### src/rtl/dl_rshift_arb.sv
// Round-robin arbiter that time-shares one right shifter among NUM_REQ
// valid/ready requesters and returns tagged results on one registered channel.

module dl_rshift #(
  parameter  int NUM_BITS   = 8,
  localparam int SHAMT_BITS = $clog2(NUM_BITS)
) (
  input  logic [NUM_BITS-1:0]   in,
  input  logic [SHAMT_BITS-1:0] shamt,
  input  logic                  sh_type,
  output logic [NUM_BITS-1:0]   out
);

  // Logical (zero-fill) or arithmetic (sign-fill) right shift.
  always_comb begin
    if (sh_type) begin
      out = NUM_BITS'($signed(in) >>> shamt);
    end else begin
      out = in >> shamt;
    end
  end

endmodule

module dl_rshift_arb #(
  parameter  int NUM_BITS   = 8,
  parameter  int NUM_REQ    = 4,
  localparam int SHAMT_BITS = $clog2(NUM_BITS),
  localparam int ID_BITS    = $clog2(NUM_REQ)
) (
  input  logic                          clk,
  input  logic                          rst_n,
  input  logic [NUM_REQ-1:0]            req_val,
  output logic [NUM_REQ-1:0]            req_rdy,
  input  logic [NUM_REQ*NUM_BITS-1:0]   req_in,
  input  logic [NUM_REQ*SHAMT_BITS-1:0] req_shamt,
  input  logic [NUM_REQ-1:0]            req_sh_type,
  output logic                          resp_val,
  input  logic                          resp_rdy,
  output logic [NUM_BITS-1:0]           resp_out,
  output logic [ID_BITS-1:0]            resp_id
);

  logic [ID_BITS-1:0]    r_rr_ptr;
  logic                  r_resp_val;
  logic [NUM_BITS-1:0]   r_resp_out;
  logic [ID_BITS-1:0]    r_resp_id;

  logic                  w_found;
  logic [ID_BITS-1:0]    w_win;
  logic                  w_can_accept;
  logic                  w_fire;
  logic [ID_BITS-1:0]    w_next_ptr;
  logic [NUM_BITS-1:0]   w_sh_in;
  logic [SHAMT_BITS-1:0] w_sh_amt;
  logic                  w_sh_type;
  logic [NUM_BITS-1:0]   w_sh_out;

  assign w_can_accept = !r_resp_val || resp_rdy;

  // Winner search starting at the round-robin pointer; the downward scan
  // lets the nearest requester after the pointer overwrite farther ones.
  always_comb begin
    int                 sum;
    logic [ID_BITS-1:0] idx;
    w_found = 1'b0;
    w_win   = '0;
    sum     = 0;
    idx     = '0;
    for (int k = NUM_REQ - 1; k >= 0; k--) begin
      sum     = int'(r_rr_ptr) + k;
      idx     = ID_BITS'((sum >= NUM_REQ) ? (sum - NUM_REQ) : sum);
      w_win   = req_val[idx] ? idx : w_win;
      w_found = w_found | req_val[idx];
    end
  end

  assign w_fire     = rst_n && w_found && w_can_accept;
  assign req_rdy    = w_fire ? (NUM_REQ'(1) << w_win) : '0;
  assign w_next_ptr = (w_win == ID_BITS'(NUM_REQ - 1)) ? '0 : (w_win + ID_BITS'(1));

  assign w_sh_in   = req_in[int'(w_win)*NUM_BITS +: NUM_BITS];
  assign w_sh_amt  = req_shamt[int'(w_win)*SHAMT_BITS +: SHAMT_BITS];
  assign w_sh_type = req_sh_type[w_win];

  dl_rshift #(
    .NUM_BITS (NUM_BITS)
  ) u_shift (
    .in      (w_sh_in),
    .shamt   (w_sh_amt),
    .sh_type (w_sh_type),
    .out     (w_sh_out)
  );

  // Pointer and response register: a fire loads (even while draining),
  // a drain without fire only clears valid so data/id hold.
  always_ff @(posedge clk) begin
    if (!rst_n) begin
      r_rr_ptr   <= '0;
      r_resp_val <= 1'b0;
      r_resp_out <= '0;
      r_resp_id  <= '0;
    end else if (w_fire) begin
      r_rr_ptr   <= w_next_ptr;
      r_resp_val <= 1'b1;
      r_resp_out <= w_sh_out;
      r_resp_id  <= w_win;
    end else if (r_resp_val && resp_rdy) begin
      r_resp_val <= 1'b0;
    end
  end

  assign resp_val = r_resp_val;
  assign resp_out = r_resp_out;
  assign resp_id  = r_resp_id;

endmodule

### config.mk
export PLATFORM = sky130hd
export DESIGN_NAME = dl_rshift_arb
export DESIGN_NICKNAME = d
export VERILOG_FILES = /design/src/rtl/dl_rshift_arb.sv
export SDC_FILE = /design/constraint.sdc
export NUM_CORES = 1
export LEC_CHECK = 0
export CAP_MARGIN = 20
export CORE_MARGIN = 2
export CORE_UTILIZATION = 35
export DETAILED_ROUTE_END_ITERATION = 16
export PLACE_DENSITY = 0.85
export SYNTH_ARGS = -nofsm -noshare
export SYNTH_HDL_FRONTEND = slang
export SYNTH_HIERARCHICAL = 1
export SYNTH_SLANG_ARGS = --single-unit
### constraint.sdc
create_clock -name clk -period 2.36 [get_ports clk]
set_input_delay 0.472 -clock clk [delete_from_list [all_inputs] [get_ports clk]]
set_output_delay 0.472 -clock clk [all_outputs]
set_load 0.01 [all_outputs]
==> results_dict.tcl <==
set metrics [dict create \
    final_hold_viol_count 0 \
    fill_cells 230 \
    via_count 1641 \
    drtAntennaViolNets 0 \
    cpPeakStageDelay_ps 370 \
    synth.avg_cell_area_um2 8.48 \
    drv_cap 0 \
    dieArea_um2 4160 \
    r2r-end "resp_out[2]$_SDFFE_PN0P_" \
    synth_simple_gate_area_share_pct 17.1 \
    post-route-util_pct 74.7 \
    finalNetCount 319 \
    cp_cell_sequence "inv_1 -> a21oi_1 -> o22a_2 -> buf_8 -> mux2i_4 -> mux2i_4 -> buf_6 -> mux2_4 -> a221oi_2 -> nor2_1 -> nand2_1 -> nand2_1" \
    setup.worst_path.end "resp_out[2]$_SDFFE_PN0P_" \
    crit_fanout 7 \
    htree_num_levels 1 \
    grt_usage_pct 22.7 \
    clkSinkCount 13 \
    worst-setup-path-type "reg -> reg" \
    timing.critical_path.from "r_rr_ptr[0]$_SDFFE_PN0P_" \
    power_density_nw_per_um2 764 \
    status "finished, violations left" \
    vdd_ir_drop_max_uv 513 \
    drive_gt1_share_pct 35.4 \
    wirelength_um 5280 \
    num_io_pins 70 \
    r2r_setup_slack_ps -50 \
    syn2layout_area_growth_pct 99.0 \
    design_area_um2 2550 \
    diodes 0 \
    dp_hpwl_um 3190 \
    synthAdderAreaFrac_pct 0 \
    fin_ws_ps -51.4 \
    drt_iter0_drc 106 \
    slew_headroom_pct 76.8 \
    synth_fp_nets 206 \
    synth-main-ff-cell "dfxtp_1" \
    synth-xor-area-share_pct 0.684 \
    ys_warn_count 6 \
    detailed_place.area_um2 2220 \
    grt_pass1_vias 1627 \
    die_h_um 64.5 \
    cp.required_ps 2540 \
    io_buffer_count 69 \
    gp_congestion 0.813 \
    synthArstFlopShare_pct 0 \
    crit_arrival_ps 2590 \
    overflow 0 \
    synth_top_family_by_area "multiplexers" \
    grt_max_degree 15 \
    dieWidth_um 64.5 \
    violations "negative setup slack" \
    ys_types 34 \
    vias_per_cell 5.31 \
    clock_latency_ps 280 \
    setup.worst_path.end_class "flop" \
    reg2reg_from "r_rr_ptr[0]$_SDFFE_PN0P_" \
    fin_hold_ws_ps 461 \
    drc_errors 0 \
    core_area_um2 3420 \
    skew_ps 3.85 \
    grt_antenna_before_repair 0 \
    synth_compound_area_share_pct 13.2 \
    first_pass_iters 4 \
    synth_edf_count 0 \
    cts.path.max_buffers 2 \
    synth.area.mux_share_pct 37.7 \
    startpoint_type "flop" \
    finalSetupTns_ps -96.7 \
    syn_inst 151 \
    hp-class "reg -> reg" \
    setup_viol 3 \
    start_util_pct 37.5 \
    grt_first_pass_wirelength_um 7490 \
    rsz0062_at_grt "yes" \
    clk_pin_slew_ps 80 \
    clock.fmax_mhz 415 \
    ctsHoldBuffers 0 \
    pre_cts_slack_ps -696 \
    ys_ff_latch 13 \
    reg2reg_depth 12 \
    fin_crit_sh_pct 102 \
    power.leakage_nw 1.13 \
    drv_slew 0 \
    cts_made_buffers 3 \
    placementRows 21 \
    syn_area_um2 1280 \
    ys_seq_area_share_pct 20.3 \
    finalCriticalPeriod_ps 2410 \
    cts_tree "done" \
    root_buffer "clkbuf_4" \
    crit_slowest_cell "dfxtp_4" \
    wl_per_cell_um 17.1 \
    worstMarginPinSlew_ps 339 \
]
## synthesized netlist by cell type (2+ instances only)
master / instances / area (um^2)
buf_6: 3 / 33.8
mux2_1: 2 / 22.5
nor3_1: 3 / 15.0
mux2_2: 4 / 45.0
nand2b_1: 3 / 18.8
buf_2: 2 / 10.0
inv_1: 8 / 30.0
o22ai_1: 3 / 18.8
clkbuf_1: 2 / 7.51
buf_12: 3 / 60.1
o21ai_0: 4 / 20.0
nand2_1: 17 / 63.8
nand3_1: 15 / 75.1
a21oi_1: 5 / 25.0
nor2_1: 7 / 26.3
mux2i_1: 40 / 400
dfxtp_1: 13 / 260
## critical path: cells and delay by family, from the launching register on
kind,cells,cell delay [ps]
buffers and inverters,3,430
AND/OR/NAND/NOR,3,200
multiplexers,3,740
flip-flops,1,370
AO/OA/AOI/OAI,3,570
## final cells by class
class | instances | area, um^2 | area share, %
sequential | 13 | 265 | 10.4
multi-input combinational | 120 | 1070 | 42.1
clock inverter | 1 | 5.00 | 0.196
inverter | 8 | 30.0 | 1.18
tap | 46 | 57.6 | 2.26
timing repair buffer | 118 | 1100 | 43.0
clock buffer | 3 | 22.5 | 0.883
## flip-flops by register name, indices dropped and copies added (netlist names)
| name | flops |
|---|---|
| r_rr_ptr | 2 |
| resp_val | 1 |
| resp_out | 8 |
| resp_id | 2 |
## metal layers
metal	global-route usage [%]	up-vias	routed length, um	part of all wire, %
li1	-	777	-	-
met3	5.38	10	395	7.5
met4	3.72	0	59	1.1
met1	26.3	781	2260	43
met5	0	-	0	0
met2	42.8	73	2560	49
## report_power, final
part / leakage (nW) / switching (mW) / internal (mW)
clock: 0.0177 / 0.0742 / 0.0629
combinational: 1.01 / 0.643 / 0.847
sequential: 0.109 / 0.0370 / 0.284
total: 1.13 / 0.755 / 1.19
## cell usage in the layout, fill, tap and decap left out, types with 2 or more instances in the layout
cell,instances
clkbuf_4,3
mux2i_1,27
buf_4,36
clkdlybuf4s50_1,61
nand2_1,17
inv_1,7
buf_6,10
nor2_1,5
mux2_4,6
buf_2,4
dfxtp_1,11
dlygate4sd2_1,2
a21oi_2,2
nor3_1,3
mux2i_2,3
mux2i_4,10
nand2b_1,3
a21oi_1,3
buf_8,2
nand3_1,15
o21ai_0,4
nor2_2,2
o22ai_2,2
## through the flow
step	total power, mW	std cells
2_1_floorplan	1.03	151
3_3_place_gp	1.43	287
3_5_place_dp	1.45	287
4_1_cts	1.75	304
5_1_grt	2.06	309
6_report	1.95	309
## worst min-delay path by stage
stage | start | end | slack [ps] | cells after the start
detailed placement | resp_out[0]$_SDFFE_PN0P_ | resp_out[0]$_SDFFE_PN0P_ | 450 | 2
global route | resp_out[1]$_SDFFE_PN0P_ | resp_out[1]$_SDFFE_PN0P_ | 480 | 2
finish | resp_out[5]$_SDFFE_PN0P_ | resp_out[5]$_SDFFE_PN0P_ | 460 | 2
global placement | resp_out[0]$_SDFFE_PN0P_ | resp_out[0]$_SDFFE_PN0P_ | 440 | 2
CTS | resp_out[1]$_SDFFE_PN0P_ | resp_out[1]$_SDFFE_PN0P_ | 470 | 2
floorplan | resp_out[0]$_SDFFE_PN0P_ | resp_out[0]$_SDFFE_PN0P_ | 480 | 2
## repair_timing
item                       4_1_cts  5_1_grt
setup endpoints to repair       12        9
cloned                           1        0
setup buffers                   13        5
pin swaps                        7       10
gates resized for setup         46       25
## cells by family after synthesis
family	after synthesis
AND/OR/NAND/NOR	48
multiplexers	47
AO/OA/AOI/OAI	24
buffers and inverters	18
flip-flops	13
XOR/XNOR	1
Note: power is estimated with default switching activity, not from simulation.
